$ cat config.mk
export PLATFORM = sky130hd
export DESIGN_NAME = insn_loader
export DESIGN_NICKNAME = d
export VERILOG_FILES = /design/src/rtl/insn_loader.sv
export SDC_FILE = /design/constraint.sdc
export NUM_CORES = 1
export LEC_CHECK = 0
export BUFFER_PORTS_ARGS = -buffer_cell sky130_fd_sc_hd__buf_2
export CORE_MARGIN = 1
export CORE_UTILIZATION = 60
export DETAILED_ROUTE_END_ITERATION = 6
export PLACE_DENSITY_LB_ADDON = 0.15
export SLEW_MARGIN = 20
export SYNTH_ARGS = -nofsm -noshare
export SYNTH_HDL_FRONTEND = slang
export SYNTH_SLANG_ARGS = --single-unit
export TNS_END_PERCENT = 5
$ cat constraint.sdc
create_clock -name clk -period 4.4 [get_ports clk]
set_clock_uncertainty 0.1 [all_clocks]
set_input_delay 0.22 -clock clk [delete_from_list [all_inputs] [get_ports clk]]
set_output_delay 0.22 -clock clk [all_outputs]
set_load 0.05 [all_outputs]
$ cat src/rtl/insn_loader.sv
// Boot-time instruction-memory writer: takes a count header plus big-endian
// words from a byte stream, writes them from address 0, then releases the core.
module insn_loader #(
  parameter int LEN_INSN  = 32,
  parameter int LEN_ADDR  = 8,
  parameter int LEN_COUNT = 16
) (
  input  logic                clk,
  input  logic                rst,
  input  logic [7:0]          byte_i,
  input  logic                valid_i,
  output logic                stall_o,
  output logic                mem_we_o,
  output logic [LEN_ADDR-1:0] mem_addr_o,
  output logic [LEN_INSN-1:0] mem_data_o,
  output logic                cpu_rst_o,
  output logic                done_o,
  output logic                err_o
);

  localparam int HDR_B  = LEN_COUNT / 8;
  localparam int WORD_B = LEN_INSN / 8;
  localparam int MAXB   = (HDR_B > WORD_B) ? HDR_B : WORD_B;
  localparam int BW     = $clog2(MAXB + 1);
  // Common width for comparing the header count against depth and word index
  localparam int CW     = (LEN_COUNT > LEN_ADDR + 1) ? LEN_COUNT : LEN_ADDR + 1;

  typedef enum logic [2:0] {S_HDR, S_DATA, S_WRITE, S_DONE, S_ERR} state_t;

  state_t              r_state;
  logic [BW-1:0]       r_bcnt;
  logic [LEN_COUNT-1:0] r_count;
  logic [LEN_INSN-1:0] r_word;
  logic [LEN_ADDR:0]   r_idx;
  logic                r_we;
  logic [LEN_ADDR-1:0] r_addr;
  logic [LEN_INSN-1:0] r_data;
  logic                r_cpu_rst;
  logic                r_done;
  logic                r_err;

  logic                 w_accept;
  logic [LEN_COUNT-1:0] w_count_next;
  logic [LEN_INSN-1:0]  w_word_next;
  logic                 w_hdr_last;
  logic                 w_word_last;
  logic                 w_too_big;
  logic [LEN_ADDR:0]    w_idx_inc;
  logic                 w_last_word;

  assign stall_o      = rst || !(r_state == S_HDR || r_state == S_DATA);
  assign w_accept     = valid_i && !stall_o;
  assign w_count_next = (r_count << 8) | LEN_COUNT'(byte_i);
  assign w_word_next  = (r_word << 8) | LEN_INSN'(byte_i);
  assign w_hdr_last   = (r_bcnt == BW'(HDR_B - 1));
  assign w_word_last  = (r_bcnt == BW'(WORD_B - 1));
  assign w_too_big    = CW'(w_count_next) > (CW'(1) << LEN_ADDR);
  assign w_idx_inc    = r_idx + 1'b1;
  assign w_last_word  = (CW'(w_idx_inc) == CW'(r_count));

  always_ff @(posedge clk) begin
    if (rst) begin
      r_state   <= S_HDR;
      r_bcnt    <= '0;
      r_count   <= '0;
      r_word    <= '0;
      r_idx     <= '0;
      r_we      <= 1'b0;
      r_addr    <= '0;
      r_data    <= '0;
      r_cpu_rst <= 1'b1;
      r_done    <= 1'b0;
      r_err     <= 1'b0;
    end else begin
      r_we <= 1'b0;
      case (r_state)
        S_HDR: if (w_accept) begin
          r_count <= w_count_next;
          if (w_hdr_last) begin
            r_bcnt <= '0;
            if (w_count_next == '0) begin
              r_state   <= S_DONE;
              r_done    <= 1'b1;
              r_cpu_rst <= 1'b0;
            end else if (w_too_big) begin
              r_state <= S_ERR;
              r_err   <= 1'b1;
            end else begin
              r_state <= S_DATA;
            end
          end else begin
            r_bcnt <= r_bcnt + 1'b1;
          end
        end
        S_DATA: if (w_accept) begin
          r_word <= w_word_next;
          if (w_word_last) begin
            r_bcnt  <= '0;
            r_we    <= 1'b1;
            r_addr  <= r_idx[LEN_ADDR-1:0];
            r_data  <= w_word_next;
            r_state <= S_WRITE;
          end else begin
            r_bcnt <= r_bcnt + 1'b1;
          end
        end
        // The write pulse is on the outputs during this cycle; advance the index
        S_WRITE: begin
          r_idx <= w_idx_inc;
          if (w_last_word) begin
            r_state   <= S_DONE;
            r_done    <= 1'b1;
            r_cpu_rst <= 1'b0;
          end else begin
            r_state <= S_DATA;
          end
        end
        S_DONE, S_ERR: r_state <= r_state;
        default: r_state <= S_HDR;
      endcase
    end
  end

  assign mem_we_o   = r_we;
  assign mem_addr_o = r_addr;
  assign mem_data_o = r_data;
  assign cpu_rst_o  = r_cpu_rst;
  assign done_o     = r_done;
  assign err_o      = r_err;

endmodule

==> summary.md, run 1 <==
| Metric | Value |
|---|---|
| Clk slew on worst S/H paths | `0.10 ns` |
| Worst EP arrival | `2.82 ns` |
| Largest net degree at the start of global routing | `102` |
| DRC errors left | `1` |
| Metal3 WL | `398 um` |
| Total via count in the routed design | `3,428` |
| Hold-fix buffers at CTS | `0` |
| Post-CTS setup buffer count | `0` |
| Cells after Synth | `510` |
| Crit path max fanout | `51` |
| Initial drt markers | `174` |
| Failing checks | `DRC` |
| Max Slew Vio Count | `0` |
| Die height | `84.6 um` |
| Synth top area share | `0.484` |
| R2R depth | `6` |
| Post-Layout Cell Count | `623` |
| Crit-path max cell delay | `0.75 ns` |
| Startpoint types | `register` |
| Metal1 wirelength | `4.02 mm` |
| Most frequent cells in the layout | `161 x nand2_1, 99 x dfxtp_1, 79 x a21oi_1` |
| Leading area contributor after synthesis | `dfxtp_1` |
| Diode count | `0` |
| FFs w/ async S/R, synth | `0` |
| Syn avg cell area | `8.02 um2` |
| Detail Route Antenna Nets | `0` |
| Total congestion overflow | `0` |
| Placed cell count | `607` |
| Critical Path End Type | `register` |
| Met2 routed WL | `3.92 mm` |
| Clk buf depth | `2` |
| Final Hold Viols | `0` |
| R2R setup slack | `1.77 ns` |
| DRT Pass-1 Iters | `7` |
| Core box area | `6460 um2` |
| Ys Warns | `0` |
| Worst-margin pin slew | `0.966 ns` |
| GRT Resource Usage Total | `0.247` |
| First-pass GRT wire length | `14.3 mm` |
| Cts repair resizes | `0` |
| Clock latency at the later pin of the worst-skew pair | `0.36 ns` |
| Post-Syn Nets | `526` |
| Slowest cell on the critical path | `or4b_1` |
| Synth unique cells | `51` |
| F_max | `380 MHz` |
| Final WL | `8.44 mm` |
| Static leakage | `0.00171 uW` |
| Max VDD drop | `0.265 mV` |
| Seq/Total Area, Yosys | `0.484` |
| TritonCTS buffer count | `9` |
| Share of layout cells above drive strength 1 | `0.147` |
| Hold Crit Class | `in2reg` |
| Slew margin rel. | `0.356` |
| Endpoints failing setup | `0` |
| Worst EP required | `4.59 ns` |
| EDFF count, synth | `0` |
| Drt wl/cell | `13.5 um` |
| Layout overhead on the synthesized area | `10.3%` |
| Clock root buffer | `clkbuf_8` |
| Placer Congestion | `0.838` |
| # H-tree levels | `3` |
| Status | `finished with violations` |
| RSZ-0062 raised after global routing | `no` |
| Final Net Count | `557` |
| Vias in the first global route | `3,076` |
| Final TNS setup | `0 ns` |
| Initial antenna violation count | `0` |
| Initial Util | `0.634` |
| Final Cycle Share | `0.598` |
| CP Launch Point | `r_state[2]` |
| Rows | `29` |
| RR Startpoint | `r_state[2]` |
| Routed vias/inst | `5.50` |
| IO Pins | `56` |
| Top FF cell, synth | `dfxtp_1` |
| Max layer used | `met4` |
| #FFs+latches synth | `99` |
| Crit path cell chain | `or4b_1 > nor2_8 > nand2_4 > clkinv_4 > nand2_1 > a21oi_1` |
| Most common cell after layout, fill and taps aside | `nand2_1` |
| PortBufs | `55` |
| CTS tree | `yes` |
| Die footprint | `7160 um2` |
| Sink Count | `99` |
| Mapped Area | `4090 um2` |
| Reg2reg end | `mem_addr_o[0]` |
| Critical path endpoint | `mem_addr_o[0]` |
| Power density relative to cell area | `360 nW/um2` |
| Layout filler cell count | `542` |
| Max cap viols | `0` |
| Synth area leaders | `dfxtp_1 48%, nand2_1 15%, a21oi_1 9.7%` |
| Minimum clock period after layout | `2.63 ns` |
| Die width | `84.6 um` |
| Dpl hpwl | `5.50 mm` |
| Critical path type | `reg2reg` |
## critical path, delay by kind of cell, from the launching register on
kind | cells | cell delay, ns
simple gates | 4 | 1.52
flops | 1 | 0.42
buf+inv | 1 | 0.35
compound gates | 1 | 0.14
## sequential cells by signal, summed over array words and instances (netlist names)
| signal | count |
|---|---|
| cpu_rst_o | 1 |
| done_o | 1 |
| err_o | 1 |
| mem_addr_o | 8 |
| mem_data_o | 32 |
| mem_we_o | 1 |
| r_bcnt | 3 |
| r_count | 16 |
| r_idx | 9 |
| r_state | 3 |
| r_word | 24 |
## cell usage after synthesis, drive strengths merged (7+ instances only)
cell type	instances
a21oi	79
buf	14
clkbuf	22
dfxtp	99
inv	10
nand2	162
nand2b	11
nand3	7
nor2	18
o21ai	14
xnor2	10
xor2	8
## how the worst min path moves through the flow
stage | startpoint | end | slack, ns | depth (start not counted)
floorplan | byte_i[1] | mem_data_o[1] | 0.23 | 2
global placement | err_o | err_o | 0.33 | 2
detailed placement | err_o | err_o | 0.34 | 2
CTS | byte_i[1] | mem_data_o[1] | 0.005 | 3
global route | byte_i[0] | mem_data_o[0] | 0.02 | 3
finish | byte_i[1] | mem_data_o[1] | 0.01 | 3
## stage by stage
stage               total power, uW  hold slack, ns   util  area, um2  setup slack (ns)
global route                   1680          0.0245  0.699       4510              1.56
finish                         1620          0.0133  0.699       4510              1.77
global placement               1020           0.330  0.665       4290              1.87
floorplan                       997           0.229      -       4090              2.47
detailed placement             1020           0.339  0.665       4290              1.78
CTS                            1640         0.00549  0.699       4510              1.74
## final cells by class
class	count	area, um2	share of cell area
flip-flops and latches	99	1980	0.439
multi-input cells	364	1890	0.418
repair buffers	56	283	0.0627
clock buffers	10	138	0.0305
well taps	77	96.3	0.0213
clock inverters	6	82.6	0.0183
inverters	11	46.3	0.0103
## power breakdown
group / switching (uW) / total [uW] / internal, uW / leakage (uW)
sequential: 11.6 / 916 / 904 / 0.000799
combinational: 53.4 / 81.8 / 28.4 / 0.000803
clock: 335 / 626 / 291 / 0.000108
## per-layer routing
| metal | global-route usage | vias to the layer above |
|---|---|---|
| li1 | - | 1745 |
| met1 | 0.333 | 1573 |
| met2 | 0.397 | 100 |
| met3 | 0.0501 | 10 |
| met4 | 0.0863 | 0 |
| met5 | 0 | - |
## cells by family (layout without fill, tap and decap cells)
family,Yosys count,in the layout,share of synthesized area
adders and majority gates,5,5,0.0153
DFF,99,99,0.484
xor gates and xnor gates,19,19,0.0443
AOI/OAI and AO/OA,109,109,0.144
muxes,3,3,0.00764
buffers and inverters,47,83,0.0550
and+or+nand+nor,228,228,0.250
No activity file was read; power rests on OpenSTA's default activity.
==> inputs of run 2 (changes only) <==
CORE_UTILIZATION = 51   (was 60)
clock period = 2.2 ns   (was 4.4 ns; I/O delays follow)
==> summary.md, run 2 (same netlist as run 1, synthesis figures left out) <==
| Metric | Value |
|---|---|
| Status | `finished, final reports clean` |
| CTS tree | `yes` |
| Layout filler cell count | `665 (+23%)` |
| Detail Route Antenna Nets | `0 (unchanged)` |
| Most frequent cells in the layout | `161 x nand2_1, 99 x dfxtp_1, 79 x a21oi_1` |
| Placer Congestion | `0.831 (-0.88%)` |
| Max VDD drop | `0.351 mV (+33%)` |
| Final Cycle Share | `0.948` |
| Layout overhead on the synthesized area | `15.1%` |
| Most common cell after layout, fill and taps aside | `nand2_1` |
| IO Pins | `56 (unchanged)` |
| PortBufs | `55 (unchanged)` |
| Die height | `91.6 um (+8.3%)` |
| Endpoints failing setup | `0 (unchanged)` |
| Crit path max fanout | `18 (-65%)` |
| Die width | `91.6 um (+8.3%)` |
| Max reg flops | `32 (unchanged)` |
| Max cap viols | `0 (unchanged)` |
| Place WS | `0.0430 ns (-1.74 ns)` |
| Placed cell count | `641 (+5.6%)` |
| TritonCTS buffer count | `9 (unchanged)` |
| Post-CTS setup buffer count | `0 (unchanged)` |
| Rows | `32 (+10%)` |
| RSZ-0062 raised after global routing | `no` |
| Hold Crit Class | `in2reg` |
| Total Power | `3200 uW (+97%)` |
| Clock latency at the later pin of the worst-skew pair | `0.36 ns (about the same)` |
| Clock root buffer | `clkbuf_8` |
| Die footprint | `8390 um2 (+17%)` |
| Routed vias/inst | `5.11 (-7.2%)` |
| Initial Util | `0.530 (-0.104)` |
| Minimum clock period after layout | `2.09 ns` |
| Worst EP arrival | `2.19 ns (-0.63 ns)` |
| Diode count | `0 (unchanged)` |
| Fin worst setup slack | `0.114 ns (-1.65 ns)` |
| First-pass GRT wire length | `15.1 mm (+6.0%)` |
| Largest net degree at the start of global routing | `92 (-9.8%)` |
| Worst-margin pin slew | `0.881 ns (-0.0858 ns)` |
| Clk slew on worst S/H paths | `0.09 ns (about the same)` |
| Vias in the first global route | `3,218 (+4.6%)` |
| Hold_ws | `0.325 ns (+0.312 ns)` |
| GRT Resource Usage Total | `0.226 (-0.0212)` |
| Final TNS setup | `0 ns (unchanged)` |
| Final Hold Viols | `0 (unchanged)` |
| Core box area | `7730 um2 (+20%)` |
| Drt wl/cell | `13.0 um (-3.7%)` |
| Total via count in the routed design | `3,407 (-0.61%)` |
| Dpl hpwl | `5.67 mm (+3.2%)` |
| Clk buf depth | `2 (unchanged)` |
| # H-tree levels | `3 (unchanged)` |
| DRT Pass-1 Iters | `4 (-3)` |
| Power density relative to cell area | `680 nW/um2 (+89%)` |
| Share of layout cells above drive strength 1 | `0.161 (+0.0145)` |
| Sink Count | `99 (unchanged)` |
| Total congestion overflow | `0 (unchanged)` |
| Worst EP required | `2.30 ns (-2.29 ns)` |
| Final Net Count | `576 (+3.4%)` |
| Critical path type | `in2reg` |
| Static leakage | `0.00179 uW (+4.9%)` |
| DRC errors left | `0 (-1)` |
| Slew margin rel. | `0.413 (+0.0572)` |
| Initial antenna violation count | `0 (unchanged)` |
| Max Slew Vio Count | `0 (unchanged)` |
| Final WL | `8.70 mm (+3.1%)` |
| Initial drt markers | `235 (+35%)` |
| Startpoint types | `input pin` |
| Critical Path End Type | `register` |
| F_max | `479 MHz` |
| Post-Layout Cell Count | `667 (+7.1%)` |
run 2: worst max-delay path, cell delays in order:
cell and delay [ns]:
dlygate4sd3_1 0.52, buf_2 0.20, or4b_1 0.60, nor2_8 0.16
nand2_4 0.19, buf_4 0.26, nand2_1 0.07, a21oi_1 0.06
run 2: worst paths after layout:
path,cells after the start,startpoint,end,slack (ns)
worst max-delay path,8,rst,mem_addr_o[7],0.11
worst min-delay path,6,valid_i,r_state[0],0.32
worst max register to register,6,r_state[1],mem_addr_o[7],0.12
worst min register to register,2,err_o,err_o,0.35
run 2: repair_timing:
action,CTS,global route
setup endpoints to repair,0,41
gates resized for setup,0,4
hold buffers,10,0
hold endpoints to repair,26,0
run 2: report_power, final:
group          internal [uW]  switching (uW)
Clock                    542             643
Sequential              1810            22.2
Combinational           74.4             112
Total                   2430             777
run 2: area by class of cell:
cell class	count	area, um2	share of cell area
Timing Repair Buffer	75	450	0.0956
Inverter	11	53.8	0.0114
Clock inverter	7	78.8	0.0167
Tap cell	102	128	0.0271
Multi-Input combinational cell	364	1890	0.402
Sequential cell	99	1980	0.421
Clock buffer	9	124	0.0263
run 2: routing by layer:
| metal | vias up | part of all wire | global-route usage |
|---|---|---|---|
| met4 | 0 | 0.014 | 0.0860 |
| met2 | 80 | 0.45 | 0.352 |
| met5 | - | 0 | 0 |
| li1 | 1781 | - | - |
| met1 | 1535 | 0.49 | 0.311 |
| met3 | 11 | 0.049 | 0.0385 |
run 2: through the flow:
stage                     instance area (um2)  utilization
after floorplan                          4090            -
after global placement                   4390        0.568
after detailed placement                 4390        0.568
after CTS                                4690        0.608
after global routing                     4710        0.609
final                                    4710        0.609
==> inputs of run 3 (changes only) <==
CORE_MARGIN = 2   (was 1)
==> summary.md, run 3 (same netlist as run 1, synthesis figures left out) <==
| Metric | Value |
|---|---|
| PortBufs | `55 (unchanged)` |
| Most common cell after layout, fill and taps aside | `nand2_1` |
| CTS tree | `yes` |
| GRT Resource Usage Total | `0.218 (-0.00736)` |
| DRT Pass-1 Iters | `4 (unchanged)` |
| Largest net degree at the start of global routing | `70 (-24%)` |
| Rows | `32 (unchanged)` |
| Static leakage | `0.00180 uW (+0.20%)` |
| Final WL | `8.93 mm (+2.6%)` |
| Post-CTS setup buffer count | `0 (unchanged)` |
| Drt wl/cell | `13.4 um (+2.6%)` |
| Power density relative to cell area | `690 nW/um2 (+1.5%)` |
| Max reg flops | `32 (unchanged)` |
| Die footprint | `8760 um2 (+4.4%)` |
| Total via count in the routed design | `3,453 (+1.4%)` |
| TritonCTS buffer count | `9 (unchanged)` |
| Met2 routed WL | `4.10 mm (+5.7%)` |
| Routed vias/inst | `5.18 (+1.4%)` |
| Final Net Count | `576 (unchanged)` |
| # H-tree levels | `3 (unchanged)` |
| Clock latency at the later pin of the worst-skew pair | `0.35 ns (about the same)` |
| Clock root buffer | `clkbuf_8` |
| Area post-placement | `4410 um2 (+0.34%)` |
| Crit path max fanout | `8 (-10)` |
| Sink Count | `99 (unchanged)` |
| Metal1 wirelength | `4.41 mm (+3.3%)` |
| Total congestion overflow | `0 (unchanged)` |
| Share of layout cells above drive strength 1 | `0.163 (+0.00177)` |
| Critical path type | `reg2reg` |
| Layout overhead on the synthesized area | `15.0% (about the same)` |
| Multi-input gate area | `1890 um2 (-0.26%)` |
| First-pass GRT wire length | `15.3 mm (+1.3%)` |
| Final Cycle Share | `0.933 (-0.0153)` |
| Status | `finished, final reports clean` |
| Vias in the first global route | `3,279 (+1.9%)` |
| Worst EP arrival | `2.21 ns (+0.02 ns)` |
| Startpoint types | `register` |
| FF+latch area | `1980 um2 (unchanged)` |
| Clk slew on worst S/H paths | `0.10 ns (about the same)` |
| Diode count | `0 (unchanged)` |
| Critical Path End Type | `register` |
| Layout filler cell count | `733 (+10%)` |
| Max VDD drop | `0.424 mV (+21%)` |
| Post-route cell area | `4710 um2 (about the same)` |
| Dpl hpwl | `6.04 mm (+6.6%)` |
| RSZ-0062 raised after global routing | `no` |
| Fin worst setup slack | `0.148 ns (+0.0336 ns)` |
| Core box area | `7770 um2 (+0.52%)` |
| Clk buf depth | `2 (unchanged)` |
| Minimum clock period after layout | `2.05 ns (-0.0336 ns)` |
| Worst-margin pin slew | `0.656 ns (-0.224 ns)` |
| Metal3 WL | `331 um (-23%)` |
| Slew margin rel. | `0.562 (+0.150)` |
| Initial Util | `0.527 (-0.00273)` |
| Die width | `93.6 um (+2.2%)` |
| Final TNS setup | `0 ns (unchanged)` |
| Initial drt markers | `148 (-37%)` |
| Max Slew Vio Count | `0 (unchanged)` |
| Max cap viols | `0 (unchanged)` |
| Endpoints failing setup | `0 (unchanged)` |
| Placer Congestion | `0.859 (+3.4%)` |
| Die height | `93.6 um (+2.2%)` |
| Detail Route Antenna Nets | `0 (unchanged)` |
| Final Hold Viols | `0 (unchanged)` |
| F_max | `487 MHz (+1.6%)` |
| Place WS | `0.133 ns (+0.0899 ns)` |
| Worst EP required | `2.35 ns (+0.05 ns)` |
| Max layer used | `met4` |
| Most frequent cells in the layout | `161 x nand2_1, 99 x dfxtp_1, 79 x a21oi_1` |
| Hold Crit Class | `in2reg` |
| Initial antenna violation count | `0 (unchanged)` |
| IO Pins | `56 (unchanged)` |
| DRC errors left | `0 (unchanged)` |
==> run 3: changes by cell type in the layout (fill, tap and decap cells not counted), sizes merged <==
cell         change
buf              +2
clkinv           -1
inv              +1
dlygate4sd3      -2
==> run 3: stage by stage <==
stage / util / hold slack [ns] / std cells / total power (uW)
floorplan: - / 0.119 / 510 / 1990
global placement: 0.567 / 0.277 / 643 / 2040
detailed placement: 0.567 / 0.277 / 643 / 2050
CTS: 0.605 / 0.205 / 667 / 3280
global route: 0.606 / 0.230 / 667 / 3380
finish: 0.606 / 0.220 / 667 / 3250
==> run 3: cell type report <==
cell class	count	area share
sequential	99	0.421
multi-input combinational	364	0.401
timing repair buffer	75	0.0947
tap	102	0.0271
clock buffer	9	0.0263
clock inverter	7	0.0191
inverter	11	0.0104
==> run 3: what timing repair did <==
item | in CTS | in global routing
resized for setup | 0 | 2
setup endpoints to repair | 0 | 3
hold endpoints to repair | 24 | 0
hold buffers | 8 | 0
==> run 3: path summary, 6_finish.rpt <==
kind         depth (start not counted)        from  slack, ns              to
max                                  6  r_state[2]       0.15       cpu_rst_o
min                                  3         rst       0.22        r_idx[6]
max reg2reg                          6  r_state[2]       0.15       cpu_rst_o
min reg2reg                          2  r_word[19]       0.34  mem_data_o[27]
==> run 3: report_power, final <==
part	switching (uW)	internal, uW
clock	676	554
sequential	20.1	1810
combinational	116	72.8
total	812	2440
==> run 3: per-layer routing <==
layer,vias to the layer above,global-route usage
met4,0,0.0640
met2,68,0.347
met3,7,0.0395
met5,-,0
li1,1785,-
met1,1593,0.305
==> run 3: worst max-delay path, stage by stage (launching register included) <==
cell and delay, ns:
dfxtp_1 0.33, buf_4 0.17, nor3_1 0.38, nand2b_1 0.13
or4_1 0.54, a21oi_1 0.15, o21ba_1 0.15
